`src/rtl/mem_arbiter.sv`:
```
// Round-robin two-requester controller for the 256x32 banked memory.
// Sequences address, write-enable and write data, and captures read data after RD_LAT cycles.
module mem_arbiter #(
  parameter int RD_LAT = 1
) (
  input  logic        clk,
  input  logic        rst_n,
  input  logic        req0,
  input  logic        req1,
  input  logic        we0,
  input  logic        we1,
  input  logic [7:0]  addr0,
  input  logic [7:0]  addr1,
  input  logic [31:0] wdata0,
  input  logic [31:0] wdata1,
  output logic        ack0,
  output logic        ack1,
  output logic [31:0] rdata,
  output logic        busy,
  output logic [7:0]  mem_addr,
  output logic        mem_write,
  output logic [31:0] mem_in,
  input  logic [31:0] mem_dout
);

  typedef enum logic [1:0] {
    IDLE   = 2'd0,
    ACCESS = 2'd1,
    DONE   = 2'd2
  } state_t;

  localparam logic [2:0] LAT_CNT = RD_LAT[2:0];

  state_t      state_r, state_nxt_s;
  logic [2:0]  cnt_r, cnt_nxt_s;
  logic        last_r, last_nxt_s;
  logic        gnt_r, gnt_nxt_s;
  logic        we_r, we_nxt_s;
  logic [7:0]  addr_r, addr_nxt_s;
  logic [31:0] wdata_r, wdata_nxt_s;
  logic        write_r, write_nxt_s;
  logic        ack0_r, ack0_nxt_s;
  logic        ack1_r, ack1_nxt_s;
  logic        busy_r, busy_nxt_s;
  logic [31:0] rdata_r, rdata_nxt_s;

  logic        gnt_valid_s;
  logic        gnt_id_s;
  logic        sel_we_s;

  // Next-state and next-output logic; on a tie the requester not served last wins.
  always_comb begin
    state_nxt_s = state_r;
    cnt_nxt_s   = cnt_r;
    last_nxt_s  = last_r;
    gnt_nxt_s   = gnt_r;
    we_nxt_s    = we_r;
    addr_nxt_s  = addr_r;
    wdata_nxt_s = wdata_r;
    write_nxt_s = 1'b0;
    ack0_nxt_s  = 1'b0;
    ack1_nxt_s  = 1'b0;
    busy_nxt_s  = busy_r;
    rdata_nxt_s = rdata_r;
    gnt_valid_s = 1'b0;
    gnt_id_s    = 1'b0;
    sel_we_s    = 1'b0;

    if (req0 && req1) begin
      gnt_valid_s = 1'b1;
      gnt_id_s    = ~last_r;
    end else if (req0) begin
      gnt_valid_s = 1'b1;
      gnt_id_s    = 1'b0;
    end else if (req1) begin
      gnt_valid_s = 1'b1;
      gnt_id_s    = 1'b1;
    end else begin
      gnt_valid_s = 1'b0;
      gnt_id_s    = 1'b0;
    end

    case (state_r)
      IDLE: begin
        busy_nxt_s = 1'b0;
        if (gnt_valid_s) begin
          sel_we_s    = gnt_id_s ? we1 : we0;
          state_nxt_s = ACCESS;
          gnt_nxt_s   = gnt_id_s;
          we_nxt_s    = sel_we_s;
          addr_nxt_s  = gnt_id_s ? addr1 : addr0;
          wdata_nxt_s = gnt_id_s ? wdata1 : wdata0;
          cnt_nxt_s   = sel_we_s ? 3'd0 : LAT_CNT;
          write_nxt_s = sel_we_s;
          busy_nxt_s  = 1'b1;
        end else begin
          state_nxt_s = IDLE;
        end
      end
      ACCESS: begin
        busy_nxt_s = 1'b1;
        if (we_r) begin
          state_nxt_s = DONE;
          ack0_nxt_s  = ~gnt_r;
          ack1_nxt_s  = gnt_r;
        end else if (cnt_r == 3'd0) begin
          state_nxt_s = DONE;
          rdata_nxt_s = mem_dout;
          ack0_nxt_s  = ~gnt_r;
          ack1_nxt_s  = gnt_r;
        end else begin
          cnt_nxt_s = cnt_r - 3'd1;
        end
      end
      DONE: begin
        busy_nxt_s  = 1'b0;
        last_nxt_s  = gnt_r;
        state_nxt_s = IDLE;
      end
      default: begin
        busy_nxt_s  = 1'b0;
        state_nxt_s = IDLE;
      end
    endcase
  end

  // State and registered outputs; reset aborts any access in flight.
  always_ff @(posedge clk or negedge rst_n) begin
    if (!rst_n) begin
      state_r <= IDLE;
      cnt_r   <= 3'd0;
      last_r  <= 1'b1;
      gnt_r   <= 1'b0;
      we_r    <= 1'b0;
      addr_r  <= 8'd0;
      wdata_r <= 32'd0;
      write_r <= 1'b0;
      ack0_r  <= 1'b0;
      ack1_r  <= 1'b0;
      busy_r  <= 1'b0;
      rdata_r <= 32'd0;
    end else begin
      state_r <= state_nxt_s;
      cnt_r   <= cnt_nxt_s;
      last_r  <= last_nxt_s;
      gnt_r   <= gnt_nxt_s;
      we_r    <= we_nxt_s;
      addr_r  <= addr_nxt_s;
      wdata_r <= wdata_nxt_s;
      write_r <= write_nxt_s;
      ack0_r  <= ack0_nxt_s;
      ack1_r  <= ack1_nxt_s;
      busy_r  <= busy_nxt_s;
      rdata_r <= rdata_nxt_s;
    end
  end

  assign ack0      = ack0_r;
  assign ack1      = ack1_r;
  assign rdata     = rdata_r;
  assign busy      = busy_r;
  assign mem_addr  = addr_r;
  assign mem_write = write_r;
  assign mem_in    = wdata_r;

  mem_arbiter_checker u_checker (
    .clk       (clk),
    .rst_n     (rst_n),
    .ack0      (ack0_r),
    .ack1      (ack1_r),
    .busy      (busy_r),
    .mem_write (write_r)
  );

endmodule

// Protocol invariants: acks are mutually exclusive, writes only happen while busy.
module mem_arbiter_checker (
  input logic clk,
  input logic rst_n,
  input logic ack0,
  input logic ack1,
  input logic busy,
  input logic mem_write
);

  ack_onehot_a: assert property (@(posedge clk) disable iff (!rst_n) !(ack0 && ack1));
  write_busy_a: assert property (@(posedge clk) disable iff (!rst_n) mem_write |-> busy);

endmodule

```
`config.mk`:
```
export PLATFORM = sky130hd
export DESIGN_NAME = mem_arbiter
export DESIGN_NICKNAME = d
export VERILOG_FILES = /design/src/rtl/mem_arbiter.sv
export SDC_FILE = /design/constraint.sdc
export NUM_CORES = 1
export LEC_CHECK = 0
export ABC_CLOCK_PERIOD_IN_PS = 4700
export CAP_MARGIN = 20
export CELL_PAD_IN_SITES_DETAIL_PLACEMENT = 0
export CELL_PAD_IN_SITES_GLOBAL_PLACEMENT = 1
export CORE_AREA = 3 3 142 89
export DETAILED_ROUTE_END_ITERATION = 7
export DIE_AREA = 0 0 145 92
export PLACE_DENSITY = 0.93
export SLEW_MARGIN = 25
export SYNTH_ARGS = -nofsm -noshare
export SYNTH_HDL_FRONTEND = slang
export SYNTH_SLANG_ARGS = --single-unit
```
`constraint.sdc`:
```
create_clock -name clk -period 4.7 [get_ports clk]
set_input_delay 0.705 -clock clk [delete_from_list [all_inputs] [get_ports clk]]
set_output_delay 0.705 -clock clk [all_outputs]
set_load 0.05 [all_outputs]
```
# Word level (Yosys, flattened, before mapping)

Index checks and enable logic that the tools add are counted.

Bits in registers: 84
Output and inout port bits: 76

Reduce and logical (&&, ||, !) cells: 7
Muxes and demuxes: 27
Add/subtract/negate cells: 1
Bitwise operators: 3
Equality and inequality tests: 6

Operators with widths:

| kind                                              | count |
|---|---|
| 2-to-1 mux 32 bit                                 | 1 |
| 2-to-1 mux 1 bit                                  | 17 |
| 2-to-1 mux 3 bit                                  | 3 |
| 2-to-1 mux 8 bit                                  | 1 |
| inequality test 2 bit (second input constant)     | 3 |
| case mux 3 bit (2 select lines)                   | 1 |
| 2-to-1 mux 2 bit                                  | 2 |
| case mux 2 bit (2 select lines)                   | 1 |
| AND reduction 4 bit                               | 1 |
| zero test 3 bit                                   | 1 |
| inequality test 3 bit (second input constant)     | 1 |
| NOT 1 bit                                         | 3 |
| AND reduction 3 bit                               | 1 |
| subtractor 3 x 1 -> 3 bit (second input constant) | 1 |
| == test 2 x 1 -> 1 bit (second input constant)    | 1 |
| == test 2 bit (second input constant)             | 1 |
| zero test 2 bit                                   | 1 |
| case mux 1 bit (2 select lines)                   | 1 |
| AND reduction 2 bit                               | 1 |
| nonzero test 2 bit                                | 1 |
| logical AND 1 bit                                 | 1 |

# Depth between registers and ports, before layout

Gate-level depths: netlist of run 1.

Depth after elaboration: 7
Mapped depth: 7

# Worst setup path before layout of run 1

Ideal clock, no wire load.

Path kind: reg2reg
Start: register cnt_r[0]
End: register rdata_r[0], in the netlist rdata[0]
Period minus slack after synthesis: 1.627 ns
Cell stages (with the launch flop): 7
Data required time: 4.575 ns
Path buffers: 1
Setup slack: 3.073 ns
Data arrival time: 1.502 ns
Cell sequence: dfrtp_1 -> inv_1 -> ha_1 -> ha_1 -> nor3b_4 -> buf_6 -> mux2_2

Longest elaborated chain between the ends: 2

Ends and longest elaborated chain:

| element                              | RTL line | text |
|---|---|---|
| from (decl)                          | 35       | `logic [2:0] cnt_r, cnt_nxt_s;` |
| from (signal assigned)               | 144      | `cnt_r <= cnt_nxt_s;` |
| zero test 3 bit                      | 106      | `end else if (cnt_r == 3'd0) begin` |
| AND reduction 3 bit (no source line) | n/a      |  |
| to (signal assigned)                 | 154      | `rdata_r <= rdata_nxt_s;` |
| to (decl)                            | 45       | `logic [31:0] rdata_r, rdata_nxt_s;` |

Every way passes these cells.
A chain may end at the register's enable or synchronous reset.

# Worst setup path in the final report of run 1

Start: input port req1
End: register wdata_r[27], in the netlist mem_in[27]

Longest elaborated chain between the ends: 4
Elaborated cells between the ends (all ways): 8

Ends and longest elaborated chain:

| element                                                         | RTL line | text |
|---|---|---|
| from (decl)                                                     | 9        | `input logic req1,` |
| 2-to-1 mux 1 bit                                                | 75       | `end else if (req1) begin` |
| 2-to-1 mux 1 bit                                                | 72       | `end else if (req0) begin` |
| 2-to-1 mux 1 bit                                                | 69       | `if (req0 && req1) begin` |
| 2-to-1 mux 32 bit / AND reduction 2 bit (equally long branches) | n/a      |  |
| to (signal assigned)                                            | 149      | `wdata_r <= wdata_nxt_s;` |
| to (decl)                                                       | 40       | `logic [31:0] wdata_r, wdata_nxt_s;` |

Parallel ways exist; a longest one is shown, timed or not.

==> flow_summary.yaml, run 1 <==
critical_path:
  path_class: "in2reg"
  critPathRequiredTime_ps: 4870
  reg2reg_depth: 4
  cp.arrival_ps: 2890
  timing.rr.start: "last_r"
  critPathLaunchType: "input pin"
  endpoint_kind: "flip-flop"
  crit_path_top_delay_cell: "a21boi_4"
  slowest_delay_ps: 800
  worstPathCellList: "clkdlybuf4s50_1 > a21boi_4 > buf_4 > mux2i_1 > o21ai_0"
  rrSetupSlack_ps: 2580
  reg2reg_to: "mem_in[27]"
  startpoint: "req1"
  worst-path-max-fanout: 24
route:
  drcViolationCount: 0
  vias: 2802
  viasPerCell: 4.40
  dr.pass1.iters: 4
  drt-wirelength-per-cell_um: 14.5
  ant_nets: 0
  drtIter0Drc: 99
  wl_um: 9240
synth:
  syn_avg_cell_area_um2: 12.5
  ys.flop_type: "dfrtp_1"
  synth-edff-count: 0
  synth_warnings: 0
  seq_area_frac_synth: 0.596
  ys_top_cells_by_count: "dfrtp_1 (83), nand2_1 (43), mux2i_1 (41), o21ai_0 (41), mux2_2 (33)"
  ys_ff_latch: 84
  yosysTopAreaCell: "dfrtp_1"
  synth_top_cell_area_share: 0.589
  yosysUniqueCellTypes: 24
  async_reset_ff_frac: 1.00
  synth_cells: 282
  ys_top_cells_by_area: "dfrtp_1 (59%), mux2i_1 (12%), mux2_2 (11%), o21ai_0 (5.8%), nand2_1 (4.6%)"
  synth.most_common_cell: "dfrtp_1"
  syn_area_um2: 3530
  syn-num-nets: 402
sta:
  slew_headroom: 0.353
  finalClockSkew_ps: 4.79
  fmaxAchievable_mhz: 367
  fin_crit_sh: 0.579
  post-route-min-period_ps: 2720
  slew_viol_final: 0
  finalSetupTns_ps: 0
  hold_viol: 0
  worst_pin_slew_ps: 968
  setup_viol: 0
  rsz0062_at_grt: "no"
floorplan:
  core_area_um2: 11300
  dieArea_um2: 13300
  die_w_um: 145
  die_h_um: 92
  io-pin-count: 194
  rows: 30
  start_util: 0.312
power_and_ir_drop:
  power_density_nw_per_um2: 775
  p_leak_nw: 2.50
  peakVddDrop_mv: 0.326
clock_tree:
  cts_tree: "yes"
  cts_max_path_buffers: 2
  post_cts_resized: 0
  cts.sinks: 84
  path_clk_slew_ps: 60
  worstSkewPairLatency_ps: 330
  ctsRootBufferMaster: "clkbuf_16"
  htree_levels: 3
  cts_hold_buf: 0
  post-cts-setup-buffers: 0
  numCtsBuffers: 9
hold_path:
  min-delay-path-class: "in2async"
global_routing:
  antenna_found_initial: 0
  grt_max_degree: 53
  grt_pass1_vias: 2846
  grt_overflow_total: 0
  grt_pass1_wl_um: 14800
  grt_usage: 0.140
placement:
  dp_hpwl_um: 7140
  place_congestion: 0.743
  port_buffers: 193
  dp_cells: 622
layout:
  syn_to_final_growth_pct: 67.8
  diodes: 0
  drive_above_1_share: 0.119
  stdcell_count: 637
  final_net_count: 593
flow_run:
  maxCapViolations: 0
run_status:
  outcome: "finished clean"
metrics by stage:
step | area (um^2) | setup slack, ps | util | hold slack, ps | total power, W
CTS | 5920 | 1960 | 0.524 | 424 | 0.00465
detailed placement | 5610 | 1600 | 0.497 | 472 | 0.00390
finish | 5920 | 1980 | 0.524 | 404 | 0.00459
global route | 5920 | 1840 | 0.524 | 445 | 0.00483
global placement | 5590 | 1720 | 0.495 | 461 | 0.00384
floorplan | 3530 | 3070 | - | 409 | 0.00296
power breakdown:
part           total, W  internal (W)  switching, W
Sequential      0.00128       0.00108      0.000193
Combinational   0.00258      0.000918       0.00166
Clock          0.000731      0.000460      0.000271
area by class of cell:
cell class	instances	area [um^2]
Clock buffer	10	229
Clock inverter	5	77.6
Fill cell	962	5380
Inverter	3	11.3
Multi-Input combinational cell	178	1330
Sequential cell	84	2100
Tap cell	160	200
Timing Repair Buffer	197	1970
cell families after synthesis:
| group | share of synthesized area |
|---|---|
| buffers and inverters | 0.0344 |
| muxes | 0.222 |
| AOI/OAI and AO/OA | 0.0748 |
| DFF | 0.596 |
| adders and majority gates | 0.00709 |
| and+or+nand+nor | 0.0660 |
worst max-delay path by stage:
stage                 endpoint  depth (start not counted)
finish              mem_in[27]                          5
floorplan             rdata[0]                          6
detailed placement  mem_in[24]                          5
global route        mem_in[24]                          5
CTS                 mem_in[24]                          5
global placement    mem_in[28]                          5
sequential cells by signal, indices dropped and copies added, names as in the netlist, 2 cells and up:
name	cells
mem_in	32
rdata	32
mem_addr	8
cnt_r	3
state_r	2
critical path: cells and delay by family:
kind            cells  cell delay [ps]
compound gates      2              900
buf+inv             2             1010
mux                 1              250
routing by layer:
layer	track usage	part of all wire	vias up
met3	0.0622	0.093	9
li1	-	-	1358
met2	0.215	0.45	131
met4	0.0466	0.012	0
met5	0	0	-
met1	0.177	0.44	1304
layout by cell type, fill, tap and decap left out, types with 2 or more instances in the layout:
| cell | synthesis | layout |
|---|---|---|
| o21ai_0 | 41 | 40 |
| bufinv_16 | 0 | 2 |
| nor2_1 | 4 | 4 |
| o22ai_1 | 2 | 2 |
| mux2i_1 | 41 | 41 |
| clkbuf_16 | 0 | 9 |
| clkinv_2 | 0 | 2 |
| buf_4 | 4 | 4 |
| o21a_1 | 2 | 2 |
| dfrtp_1 | 83 | 83 |
| inv_1 | 3 | 3 |
| clkdlybuf4s50_1 | 0 | 192 |
| ha_1 | 2 | 2 |
| nand2_1 | 43 | 43 |
| nand2b_1 | 2 | 2 |
| mux2_2 | 33 | 33 |
Power figures use the tool's default switching activity.
==> run 2, diff against run 1 <==
ABC_CLOCK_PERIOD_IN_PS = 2800   (was 4700)
CORE_AREA = 3 3 147 92   (was 3 3 142 89)
DIE_AREA = 0 0 150 95   (was 0 0 145 92)
PLACE_DENSITY = 0.88   (was 0.93)
clock period = 2.8 ns   (was 4.7 ns; I/O delays follow)
==> flow_summary.yaml, run 2 (synthesis gave the netlist of run 1 again) <==
sta:
  worst_pin_slew_ps: 551
  fin_crit_sh: 0.695
  post-route-min-period_ps: 1950
  slew_headroom: 0.632
  fmaxAchievable_mhz: 514
  finalSetupTns_ps: 0
  finalClockSkew_ps: 7.77
  setup_viol: 0
  rsz0062_at_grt: "no"
  slew_viol_final: 0
  hold_viol: 0
clock_tree:
  cts_tree: "yes"
  cts_max_path_buffers: 2
  post_cts_resized: 0
  cts_hold_buf: 0
  cts.sinks: 84
  worstSkewPairLatency_ps: 330
  path_clk_slew_ps: 60
  ctsRootBufferMaster: "clkbuf_16"
  numCtsBuffers: 9
  post-cts-setup-buffers: 0
  htree_levels: 3
layout:
  diodes: 0
  final_net_count: 595
  drive_above_1_share: 0.127
  final_common_cell: "clkdlybuf4s50_1"
  mostFrequentLayoutCells: "clkdlybuf4s50_1 (192), dfrtp_1 (83), nand2_1 (43)"
  finish.utilization: 0.492
  stdcell_count: 645
  syn_to_final_growth_pct: 68.9
floorplan:
  start_util: 0.292
  core_area_um2: 12100
  dieArea_um2: 14300
  die_w_um: 150
  die_h_um: 95
  rows: 31
  io-pin-count: 194
critical_path:
  critPathLaunchType: "flip-flop"
  crit_family: "buffers and inverters"
  timing.rr.start: "cnt_r[0]"
  startpoint: "mem_in[11]"
  reg2reg_depth: 6
  crit_path_top_delay_cell: "clkdlybuf4s50_1"
  path_depth: 1
  endpoint_kind: "primary output"
  path_class: "reg2out"
  worst-path-buf-inv: 1
  cp.arrival_ps: 1530
  critPathRequiredTime_ps: 2380
  slowest_delay_ps: 820
  worstPathCellList: "clkdlybuf4s50_1"
  worst-path-max-fanout: 2
global_routing:
  grt_overflow_total: 0
  antenna_found_initial: 0
  grt_pass1_wl_um: 14700
  grt_usage: 0.134
  grt_pass1_vias: 2961
  grt_max_degree: 75
flow_run:
  maxCapViolations: 0
route:
  dr.pass1.iters: 4
  wl_um: 9440
  drt-met1-wl_um: 3730
  viasPerCell: 4.34
  ant_nets: 0
  wl_met3_um: 1250
  highest_layer: "met4"
  drcViolationCount: 0
  vias: 2799
  drt-wirelength-per-cell_um: 14.6
  drtIter0Drc: 81
  dr_wl_met2_um: 4380
power_and_ir_drop:
  total_power_w: 0.00771
  seq_power_share: 0.277
  intPower_w: 0.00412
  peakVddDrop_mv: 0.608
  p_sw_frac: 0.465
  p_leak_nw: 2.51
  p_switching_w: 0.00358
  p_clk_frac: 0.156
  power_frac_comb: 0.566
  power_density_nw_per_um2: 1290
placement:
  dp_cells: 629
  dp_hpwl_um: 7410
  place_congestion: 0.755
  port_buffers: 193
hold_path:
  min-delay-path-class: "in2async"
run_status:
  outcome: "finished clean"
==> run 2: changes by cell type in the layout (fill, tap and decap cells not counted), sizes merged <==
cell    delta
buf        +2
bufinv     -1
clkbuf     +1
clkinv     +1
==> run 2: worst paths after layout <==
kind	end	slack [ps]
hold reg to reg	mem_in[16]	480
min in group clk	mem_in[16]	480
setup reg to reg	rdata[2]	950
max in group asynchronous	rdata[29]	2010
hold / removal	rdata[1]	60
setup / recovery	mem_in[11]	850
==> run 2: final cells by class <==
class	instances	area, um^2
Clock buffer	11	253
Clock inverter	5	60.1
Fill cell	1094	6140
Inverter	3	11.3
Multi-Input combinational cell	178	1330
Sequential cell	84	2100
Tap cell	165	206
Timing Repair Buffer	199	2000
==> run 2: power groups by stage <==
stage | registers (W) | clock network, W | logic (W)
after floorplan | 0.00403 | 0 | 0.000939
after global placement | 0.00213 | 0 | 0.00436
after detailed placement | 0.00216 | 0 | 0.00441
after CTS | 0.00215 | 0.00125 | 0.00442
after global routing | 0.00222 | 0.00130 | 0.00461
final | 0.00214 | 0.00121 | 0.00437
==> run 2: metal layers <==
| metal | GRT usage | vias to the layer above |
|---|---|---|
| met2 | 0.216 | 129 |
| met5 | 0 | - |
| met1 | 0.151 | 1303 |
| li1 | - | 1361 |
| met4 | 0.0365 | 0 |
| met3 | 0.0791 | 6 |
==> run 2: stage by stage <==
step / setup WS [ps] / hold slack [ps] / area (um^2)
finish: 854 / 64.0 / 5960
global route: 805 / 86.0 / 5960
CTS: 826 / 72.0 / 5960
detailed placement: 581 / 432 / 5650
global placement: 649 / 424 / 5650
floorplan: 1170 / 124 / 3530
